### config.mk
export PLATFORM = sky130hd
export DESIGN_NAME = vram_cpu_port_flat
export DESIGN_NICKNAME = d
export VERILOG_FILES = /design/src/rtl/vram_pkg.sv /design/src/rtl/vram_cpu_port_if.sv /design/src/rtl/cpu_sync.sv /design/src/rtl/vram_cpu_port.sv /design/src/flat_wrapper.sv
export SDC_FILE = /design/constraint.sdc
export NUM_CORES = 1
export LEC_CHECK = 0
export BUFFER_PORTS_ARGS = -buffer_cell sky130_fd_sc_hd__buf_2
export CAP_MARGIN = 20
export CELL_PAD_IN_SITES_DETAIL_PLACEMENT = 1
export CELL_PAD_IN_SITES_GLOBAL_PLACEMENT = 2
export CORE_AREA = 8 8 113 115
export DETAILED_ROUTE_END_ITERATION = 8
export DIE_AREA = 0 0 121 123
export PLACE_DENSITY = 0.77
export SLEW_MARGIN = 20
export SYNTH_ARGS = -nofsm -noshare
export SYNTH_HDL_FRONTEND = slang
export SYNTH_SLANG_ARGS = --single-unit
### constraint.sdc
create_clock -name i_clk -period 2 [get_ports i_clk]
set_input_delay 0.4 -clock i_clk [delete_from_list [all_inputs] [get_ports i_clk]]
set_output_delay 0.4 -clock i_clk [all_outputs]
set_load 0.02 [all_outputs]
### src/rtl/vram_pkg.sv
// Shared definitions for the 68000-side video RAM port.
//   state_e     : access state machine encoding
//   CPU_SLOT    : VRAC[1:0] code of the CPU slot in the VRAC rotation
//   merge_lanes : byte-lane merge used by the read-modify-write path
package vram_pkg;

  typedef enum logic [2:0] {
    StIdle,
    StRdWait,
    StRdAcc,
    StWrWait,
    StWrAcc,
    StAck
  } state_e;

  localparam logic [1:0] CPU_SLOT = 2'b11;

  // Replace the lanes whose (active-low) strobe is asserted with write data.
  function automatic logic [15:0] merge_lanes(input logic [15:0] rd,
                                              input logic [15:0] wd,
                                              input logic        uds_b,
                                              input logic        lds_b);
    logic [15:0] res;
    res = rd;
    if (!uds_b) res[15:8] = wd[15:8];
    if (!lds_b) res[7:0]  = wd[7:0];
    return res;
  endfunction

endpackage

### src/rtl/vram_cpu_port_if.sv
// VRAM bus handshake between the CPU port (initiator) and the video RAM block.
//   ma       : VRAM word address (byte address, bit 0 always 0)
//   vramrd_b : read strobe, active low
//   vramwr   : write strobe, active high
//   br_w_b   : buffered R/W, 1 = read
//   vbus_b   : VRAM bus ownership, active low
//   vbd_out  : write data towards VRAM
//   vbd_in   : read data from VRAM
//   vrac     : access-phase code from the clock generator
// master = CPU port, slave = video RAM side.
interface vram_cpu_port_if;
  logic [17:0] ma;
  logic        vramrd_b;
  logic        vramwr;
  logic        br_w_b;
  logic        vbus_b;
  logic [15:0] vbd_out;
  logic [15:0] vbd_in;
  logic [2:0]  vrac;

  modport master (
    output ma, vramrd_b, vramwr, br_w_b, vbus_b, vbd_out,
    input  vbd_in, vrac
  );

  modport slave (
    input  ma, vramrd_b, vramwr, br_w_b, vbus_b, vbd_out,
    output vbd_in, vrac
  );
endinterface

### src/rtl/cpu_sync.sv
// Flop-chain synchronizer for the asynchronous 68k strobes.
//   i_clk       : destination clock
//   i_rst_n     : asynchronous active-low reset; chain resets to all ones
//                 (every strobe it carries is active low, so ones = idle)
//   i_async     : asynchronous inputs
//   o_sync      : inputs delayed by SYNC_STAGES flops (legal 1..3)
module cpu_sync #(
  parameter int unsigned SYNC_STAGES = 2,
  parameter int unsigned WIDTH       = 4
) (
  input  logic             i_clk,
  input  logic             i_rst_n,
  input  logic [WIDTH-1:0] i_async,
  output logic [WIDTH-1:0] o_sync
);

  logic [SYNC_STAGES-1:0][WIDTH-1:0] r_chain;

  always_ff @(posedge i_clk or negedge i_rst_n) begin
    if (!i_rst_n) begin
      r_chain <= '1;
    end else begin
      r_chain[0] <= i_async;
      for (int i = 1; i < SYNC_STAGES; i++) begin
        r_chain[i] <= r_chain[i-1];
      end
    end
  end

  assign o_sync = r_chain[SYNC_STAGES-1];

endmodule

### src/rtl/vram_cpu_port.sv
// 68000-side initiator for video RAM. Qualifies a decoded CPU cycle, waits for
// the CPU slot in the VRAC rotation, issues one VRAM strobe per slot, then
// returns read data and acknowledges. Byte writes are done as read-modify-write
// since the array has no byte enables.
//   i_clk, i_rst_n : clock, asynchronous active-low reset
//   i_vramcs_b     : decoder VRAM select
//   i_as_b         : 68k address strobe
//   i_uds_b/i_lds_b: 68k data strobes (upper = D[15:8])
//   i_r_w_b        : 68k R/W, 1 = read
//   i_a            : 68k word address A[AW:1]
//   i_d_in         : 68k write data
//   o_d_out        : read data to the 68k
//   o_dtack_b      : data acknowledge
//   io_vram        : VRAM handshake (master side)
module vram_cpu_port
  import vram_pkg::*;
#(
  parameter int unsigned AW          = 13,
  parameter logic [1:0]  SLOT        = CPU_SLOT,
  parameter int unsigned SYNC_STAGES = 2
) (
  input  logic            i_clk,
  input  logic            i_rst_n,
  input  logic            i_vramcs_b,
  input  logic            i_as_b,
  input  logic            i_uds_b,
  input  logic            i_lds_b,
  input  logic            i_r_w_b,
  input  logic [AW-1:0]   i_a,
  input  logic [15:0]     i_d_in,
  output logic [15:0]     o_d_out,
  output logic            o_dtack_b,
  vram_cpu_port_if.master io_vram
);

  // Synchronized strobes
  logic [3:0] w_sync;
  logic       w_as_b;
  logic       w_cs_b;
  logic       w_uds_b;
  logic       w_lds_b;

  cpu_sync #(
    .SYNC_STAGES (SYNC_STAGES),
    .WIDTH       (4)
  ) u_cpu_sync (
    .i_clk   (i_clk),
    .i_rst_n (i_rst_n),
    .i_async ({i_as_b, i_vramcs_b, i_uds_b, i_lds_b}),
    .o_sync  (w_sync)
  );

  assign w_as_b  = w_sync[3];
  assign w_cs_b  = w_sync[2];
  assign w_uds_b = w_sync[1];
  assign w_lds_b = w_sync[0];

  logic w_start;
  logic w_slot;
  logic w_rmw_start;
  logic w_unused_vrac;

  assign w_start       = !w_as_b && !w_cs_b && (!w_uds_b || !w_lds_b);
  assign w_slot        = (io_vram.vrac[1:0] == SLOT);
  // start guarantees at least one strobe low, so "differ" means exactly one
  assign w_rmw_start   = !i_r_w_b && (w_uds_b != w_lds_b);
  assign w_unused_vrac = io_vram.vrac[2];

  state_e r_state;
  state_e w_state_next;

  logic [AW-1:0] r_addr;
  logic          r_uds_b;
  logic          r_lds_b;
  logic          r_rmw;
  logic [15:0]   r_wd;
  logic [15:0]   r_data;
  logic [15:0]   r_dout;
  // Set when the RMW read happened in a slot that is still present; the write
  // must wait for VRAC to leave the slot and come back.
  logic          r_need_gap;

  logic [17:0]   w_ma;
  assign w_ma = {{(17 - AW){1'b0}}, r_addr, 1'b0};

  // State register
  always_ff @(posedge i_clk or negedge i_rst_n) begin
    if (!i_rst_n) begin
      r_state <= StIdle;
    end else begin
      r_state <= w_state_next;
    end
  end

  // Next-state logic; a synchronized AS_b rise aborts from any non-idle state
  always_comb begin
    w_state_next = r_state;
    unique case (r_state)
      StIdle: begin
        if (w_start) begin
          w_state_next = (i_r_w_b || w_rmw_start) ? StRdWait : StWrWait;
        end
      end
      StRdWait: begin
        if (w_as_b)      w_state_next = StIdle;
        else if (w_slot) w_state_next = StRdAcc;
      end
      StRdAcc: begin
        if (w_as_b)     w_state_next = StIdle;
        else if (r_rmw) w_state_next = StWrWait;
        else            w_state_next = StAck;
      end
      StWrWait: begin
        if (w_as_b)                     w_state_next = StIdle;
        else if (w_slot && !r_need_gap) w_state_next = StWrAcc;
      end
      StWrAcc: begin
        w_state_next = w_as_b ? StIdle : StAck;
      end
      StAck: begin
        if (w_as_b) w_state_next = StIdle;
      end
      default: w_state_next = StIdle;
    endcase
  end

  // Outputs decoded from the state register only, so a reset drops every
  // strobe immediately.
  always_comb begin
    io_vram.ma       = '0;
    io_vram.vramrd_b = 1'b1;
    io_vram.vramwr   = 1'b0;
    io_vram.br_w_b   = 1'b1;
    io_vram.vbus_b   = 1'b1;
    io_vram.vbd_out  = '0;
    o_dtack_b        = 1'b1;
    unique case (r_state)
      StRdAcc: begin
        io_vram.ma       = w_ma;
        io_vram.vbus_b   = 1'b0;
        io_vram.vramrd_b = 1'b0;
      end
      StWrAcc: begin
        io_vram.ma      = w_ma;
        io_vram.vbus_b  = 1'b0;
        io_vram.br_w_b  = 1'b0;
        io_vram.vramwr  = 1'b1;
        io_vram.vbd_out = r_data;
      end
      StAck: begin
        o_dtack_b = 1'b0;
      end
      default: begin
      end
    endcase
  end

  assign o_d_out = r_dout;

  // Cycle datapath: latch the CPU request, capture and merge read data
  always_ff @(posedge i_clk or negedge i_rst_n) begin
    if (!i_rst_n) begin
      r_addr     <= '0;
      r_uds_b    <= 1'b1;
      r_lds_b    <= 1'b1;
      r_rmw      <= 1'b0;
      r_wd       <= '0;
      r_data     <= '0;
      r_dout     <= '0;
      r_need_gap <= 1'b0;
    end else begin
      unique case (r_state)
        StIdle: begin
          if (w_start) begin
            r_addr     <= i_a;
            r_uds_b    <= w_uds_b;
            r_lds_b    <= w_lds_b;
            r_rmw      <= w_rmw_start;
            r_wd       <= i_d_in;
            r_data     <= i_d_in;
            r_need_gap <= 1'b0;
          end
        end
        StRdAcc: begin
          if (r_rmw) begin
            r_data <= merge_lanes(io_vram.vbd_in, r_wd, r_uds_b, r_lds_b);
          end else begin
            r_data <= io_vram.vbd_in;
            r_dout <= io_vram.vbd_in;
          end
          r_need_gap <= w_slot;
        end
        StWrWait: begin
          if (!w_slot) r_need_gap <= 1'b0;
        end
        default: begin
        end
      endcase
    end
  end

endmodule

### src/flat_wrapper.sv
// flat-port wrapper written by rule: the top's interface ports become plain ports
module vram_cpu_port_flat import vram_pkg::*;
#(
  parameter int unsigned AW          = 13,
  parameter logic [1:0]  SLOT        = CPU_SLOT,
  parameter int unsigned SYNC_STAGES = 2
)
  (i_clk, i_rst_n, i_vramcs_b, i_as_b, i_uds_b, i_lds_b, i_r_w_b, i_a, i_d_in, o_d_out, o_dtack_b, io_vram_ma, io_vram_vramrd_b, io_vram_vramwr, io_vram_br_w_b, io_vram_vbus_b, io_vram_vbd_out, io_vram_vbd_in, io_vram_vrac);
  vram_cpu_port_if io_vram_i ();
  input  logic i_clk;
  input  logic i_rst_n;
  input  logic i_vramcs_b;
  input  logic i_as_b;
  input  logic i_uds_b;
  input  logic i_lds_b;
  input  logic i_r_w_b;
  input  logic [AW-1:0] i_a;
  input  logic [15:0] i_d_in;
  output logic [15:0] o_d_out;
  output logic o_dtack_b;
  output wire logic [$bits(io_vram_i.ma)-1:0] io_vram_ma;
  output wire logic [$bits(io_vram_i.vramrd_b)-1:0] io_vram_vramrd_b;
  output wire logic [$bits(io_vram_i.vramwr)-1:0] io_vram_vramwr;
  output wire logic [$bits(io_vram_i.br_w_b)-1:0] io_vram_br_w_b;
  output wire logic [$bits(io_vram_i.vbus_b)-1:0] io_vram_vbus_b;
  output wire logic [$bits(io_vram_i.vbd_out)-1:0] io_vram_vbd_out;
  input wire logic [$bits(io_vram_i.vbd_in)-1:0] io_vram_vbd_in;
  input wire logic [$bits(io_vram_i.vrac)-1:0] io_vram_vrac;
  assign io_vram_ma = io_vram_i.ma;
  assign io_vram_vramrd_b = io_vram_i.vramrd_b;
  assign io_vram_vramwr = io_vram_i.vramwr;
  assign io_vram_br_w_b = io_vram_i.br_w_b;
  assign io_vram_vbus_b = io_vram_i.vbus_b;
  assign io_vram_vbd_out = io_vram_i.vbd_out;
  assign io_vram_i.vbd_in = io_vram_vbd_in;
  assign io_vram_i.vrac = io_vram_vrac;
  vram_cpu_port #(.AW(AW), .SLOT(SLOT), .SYNC_STAGES(SYNC_STAGES)) u_core (.i_clk(i_clk), .i_rst_n(i_rst_n), .i_vramcs_b(i_vramcs_b), .i_as_b(i_as_b), .i_uds_b(i_uds_b), .i_lds_b(i_lds_b), .i_r_w_b(i_r_w_b), .i_a(i_a), .i_d_in(i_d_in), .o_d_out(o_d_out), .o_dtack_b(o_dtack_b), .io_vram(io_vram_i));
endmodule
==> results.json <==
{
  "crit_path_start_kind": "register",
  "post-place-ws_ps": 142,
  "die_w_microns": 121,
  "clk_root_buffer_cell": "sky130_fd_sc_hd__clkbuf_16",
  "switching_power_w": 0.00233,
  "via_count_of_the_first_global_routing_pass": 3068,
  "floorplan.die.height_microns": 123,
  "worst_setup_path_end_kind": "output port",
  "p_total_w": 0.00705,
  "gp_congestion": 0.721,
  "seq_area_sq_um": 1920,
  "synthAdderAreaFrac": 0.00355,
  "grt_antenna_before_repair": 1,
  "core_sq_um": 11100,
  "finalWorstSetupSlack_ps": 43.6,
  "area_growth_syn_to_layout_pct": 38.7,
  "critical-path-top-delay-family": "flip-flops",
  "diodes": 0,
  "post-synth-top-area-cell": "sky130_fd_sc_hd__dfrtp_1",
  "compound_gate_portion_of_the_synthesized_area": 0.127,
  "layout.cells.non_filler": 550,
  "slowest_cell_on_crit_path": "sky130_fd_sc_hd__dfrtp_2",
  "layout-drive-gt1-share": 0.624,
  "flop_and_latch_count_out_of_synthesis": 76,
  "headroom_to_the_max_slew_limit": 0.662,
  "clock_tree_from_tritoncts": "yes",
  "seq_power_share": 0.365,
  "clock_latency_ps": 330,
  "critPathMaxFanout": 7,
  "crit_path_frequent_cell": "sky130_fd_sc_hd__buf_6",
  "hold_path.class": "primary input to async pin",
  "routed-via-count": 2644,
  "final.setup.tns_ps": 0,
  "combinational_family_with_the_most_area_after_synthesis": "multiplexers",
  "largest_net_degree_at_the_start_of_global_routing": 41,
  "yosys_most_used_dff": "sky130_fd_sc_hd__dfrtp_1",
  "yosys.area_share.simple": 0.116,
  "place_inst": 525,
  "slew_violations": 0,
  "power.share.combinational": 0.390,
  "cts-buffers-inserted": 9,
  "synth_top_area_frac": 0.469,
  "cp_data_arrival_time_ps": 1560,
  "drt_iter0_drc": 89,
  "setup_cp_type": "register to output port",
  "synth-edff-count": 0,
  "final_antenna_net_count": 0,
  "path_buf_inv": 3,
  "yosysSeqAreaShare": 0.544,
  "tightestPinTransition_ps": 507,
  "setup_viol": 0,
  "io_buffer_count": 103,
  "cts_hold_buf": 0,
  "min_period_ps": 1960,
  "drtPass1Iterations": 4,
  "multi_input_gate_area_sq_um": 1510,
  "crit_path_cell_trace": "buf_6, nand2b_4, a21oi_4, buf_6, and2_4, buf_6",
  "cap_violations": 0,
  "cellInternalPower_w": 0.00471,
  "finClkSkew_ps": 5.76,
  "ys_types": 43,
  "design.die.area_sq_um": 14900,
  "std_cell_rows": 39,
  "clock.fmax_ghz": 0.511,
  "synth.top_cells.by_area": "sky130_fd_sc_hd__dfrtp_1, sky130_fd_sc_hd__mux2_2, sky130_fd_sc_hd__dfstp_2",
  "synth-async-reset-ratio": 1.00,
  "grt_use_total": 0.139,
  "post_synth_xor_area_fraction": 0,
  "grt_overflow_total": 0,
  "initial_utilization": 0.318,
  "cts_sinks": 76,
  "period_share": 0.978,
  "hpwlAfterDp_microns": 7070,
  "worst_setup_hold_path_clk_slew_ps": 60,
  "drt-vias-per-instance": 4.81,
  "total_detailed_routing_wirelength_microns": 9840,
  "power.static_leakage_nw": 2.37,
  "timing.hold.ws_ps": 39.1,
  "worstPathRequired_ps": 1600,
  "final_nets": 458,
  "pwr-share-clk": 0.246,
  "ioPinCount": 110,
  "rsz0062_at_grt": "yes",
  "synth_mux_area_frac": 0.151,
  "max-vdd-ir-drop_mv": 0.564,
  "switching_share": 0.331,
  "synthesis.area_per_instance_sq_um": 12.7,
  "finalHoldViolCount": 0,
  "wire_per_inst_microns": 17.9,
  "total_power_density_per_cell_area_nw_per_um2": 1440,
  "grt_first_pass_wirelength_microns": 16100,
  "run_status": "finished, final reports clean",
  "drc": 0,
  "mappedNetlistArea_sq_um": 3520,
  "crit_path_max_incr_delay_ps": 430,
  "final.fill_count": 1207,
  "ctsLongestPathBuffers": 2,
  "cts_htree_levels": 3,
  "synth_warnings": 0,
  "postSynthCellCount": 278
}
## routing by layer
layer | routed length, microns | up-vias | track usage
met1 | 3890 | 1331 | 0.155
met5 | 11 | - | 0
met4 | 140 | 2 | 0.0492
met3 | 920 | 15 | 0.0575
met2 | 4880 | 79 | 0.236
li1 | - | 1217 | -
## cell type report
class | count | area share
clock buffers | 11 | 0.0497
flip-flops and latches | 76 | 0.393
inverters | 18 | 0.0141
repair buffers | 130 | 0.181
well taps | 143 | 0.0366
clock inverters | 5 | 0.0154
multi-input cells | 167 | 0.310
## state kept, by name, indices dropped and copies added (netlist names)
signal,cells
u_core.r_rmw,1
u_core.u_cpu_sync.r_chain,4
u_core.r_lds_b,1
u_core.r_wd,16
u_core.o_d_out,16
u_core.r_state,3
u_core.u_cpu_sync.o_sync,4
u_core.r_need_gap,1
u_core.r_addr,13
u_core.r_data,16
u_core.r_uds_b,1
## power by group through the flow
| stage | clock network [W] | registers (W) | logic, W |
|---|---|---|---|
| finish | 0.00173 | 0.00257 | 0.00275 |
| CTS | 0.00179 | 0.00257 | 0.00276 |
| detailed placement | 0 | 0.00260 | 0.00251 |
| global placement | 0 | 0.00255 | 0.00244 |
| floorplan | 0 | 0.00271 | 0.00159 |
| global route | 0.00185 | 0.00266 | 0.00298 |
## worst register-to-register path, cell delays in order (launching register included)
cell	delay [ps]
sky130_fd_sc_hd__dfrtp_2	440
sky130_fd_sc_hd__or3b_4	420
sky130_fd_sc_hd__buf_4	160
sky130_fd_sc_hd__nor2_4	110
sky130_fd_sc_hd__buf_4	200
sky130_fd_sc_hd__mux2_2	350
## per-stage QoR
stage	instance area (sq um)	utilization
3_5_place_dp	4280	0.387
4_1_cts	4820	0.435
6_report	4880	0.441
3_3_place_gp	4280	0.387
5_1_grt	4880	0.441
2_1_floorplan	3570	-
## cells in the final DEF, fill, tap and decap left out, types with 2 or more instances in the layout
cell type / n
sky130_fd_sc_hd__buf_6: 18
sky130_fd_sc_hd__o221ai_2: 10
sky130_fd_sc_hd__buf_4: 33
sky130_fd_sc_hd__nor2_2: 13
sky130_fd_sc_hd__nand2_1: 2
sky130_fd_sc_hd__inv_1: 17
sky130_fd_sc_hd__nor2_1: 5
sky130_fd_sc_hd__dfrtp_1: 63
sky130_fd_sc_hd__buf_2: 76
sky130_fd_sc_hd__clkbuf_16: 9
sky130_fd_sc_hd__nand2b_1: 3
sky130_fd_sc_hd__clkinv_2: 4
sky130_fd_sc_hd__dfstp_2: 10
sky130_fd_sc_hd__bufinv_16: 2
sky130_fd_sc_hd__nor3_4: 2
sky130_fd_sc_hd__buf_12: 2
sky130_fd_sc_hd__mux2i_1: 17
sky130_fd_sc_hd__nand3_1: 16
sky130_fd_sc_hd__a21bo_2: 16
sky130_fd_sc_hd__nand2b_4: 2
sky130_fd_sc_hd__mux2_2: 32
sky130_fd_sc_hd__o221ai_1: 6
sky130_fd_sc_hd__nand3b_1: 2
sky130_fd_sc_hd__a21oi_1: 3
sky130_fd_sc_hd__and2_4: 13
sky130_fd_sc_hd__conb_1: 5
sky130_fd_sc_hd__dfrtp_2: 3
## path summary, 6_finish.rpt
path	startpoint	end	slack, ps	cells past startpoint
setup / recovery	u_core.r_state[1]$_DFFE_PN0P_	io_vram_ma[3]	40	6
hold / removal	i_rst_n	u_core.r_addr[9]$_DFFE_PN0P_	40	1
max in group asynchronous	i_rst_n	u_core.u_cpu_sync.r_chain[0]$_DFF_PN1_	1290	2
setup reg to reg	u_core.r_state[0]$_DFFE_PN0P_	u_core.o_d_out[8]$_DFFE_PN0P_	210	5
min in group i_clk	i_vramcs_b	u_core.u_cpu_sync.r_chain[2]$_DFF_PN1_	170	1
hold reg to reg	u_core.u_cpu_sync.r_chain[3]$_DFF_PN1_	u_core.u_cpu_sync.o_sync[3]$_DFF_PN1_	360	0
## cells in the mapped netlist, drive strengths merged, types with 2 or more instances
cell type,number
clkbuf,4
nand3,16
mux2i,17
nor3,3
or3b,2
o221ai,16
dfstp,10
inv,17
nor2,19
nand3b,2
nand2b,5
dfrtp,66
a21oi,4
nand2,3
buf,17
and2,13
a21bo,17
mux2,32
## logic make-up after synthesis
family	count (synthesis)
other cells	1
simple gates	69
fa+ha+maj	1
buf+inv	39
flops	76
mux	49
compound gates	43
## what timing repair did
action	in CTS	in global routing
gates resized for setup	56	17
cloned	1	0
setup buffers	6	2
pin swaps	15	2
setup endpoints to repair	32	27
No activity file was read; power rests on OpenSTA's default activity.
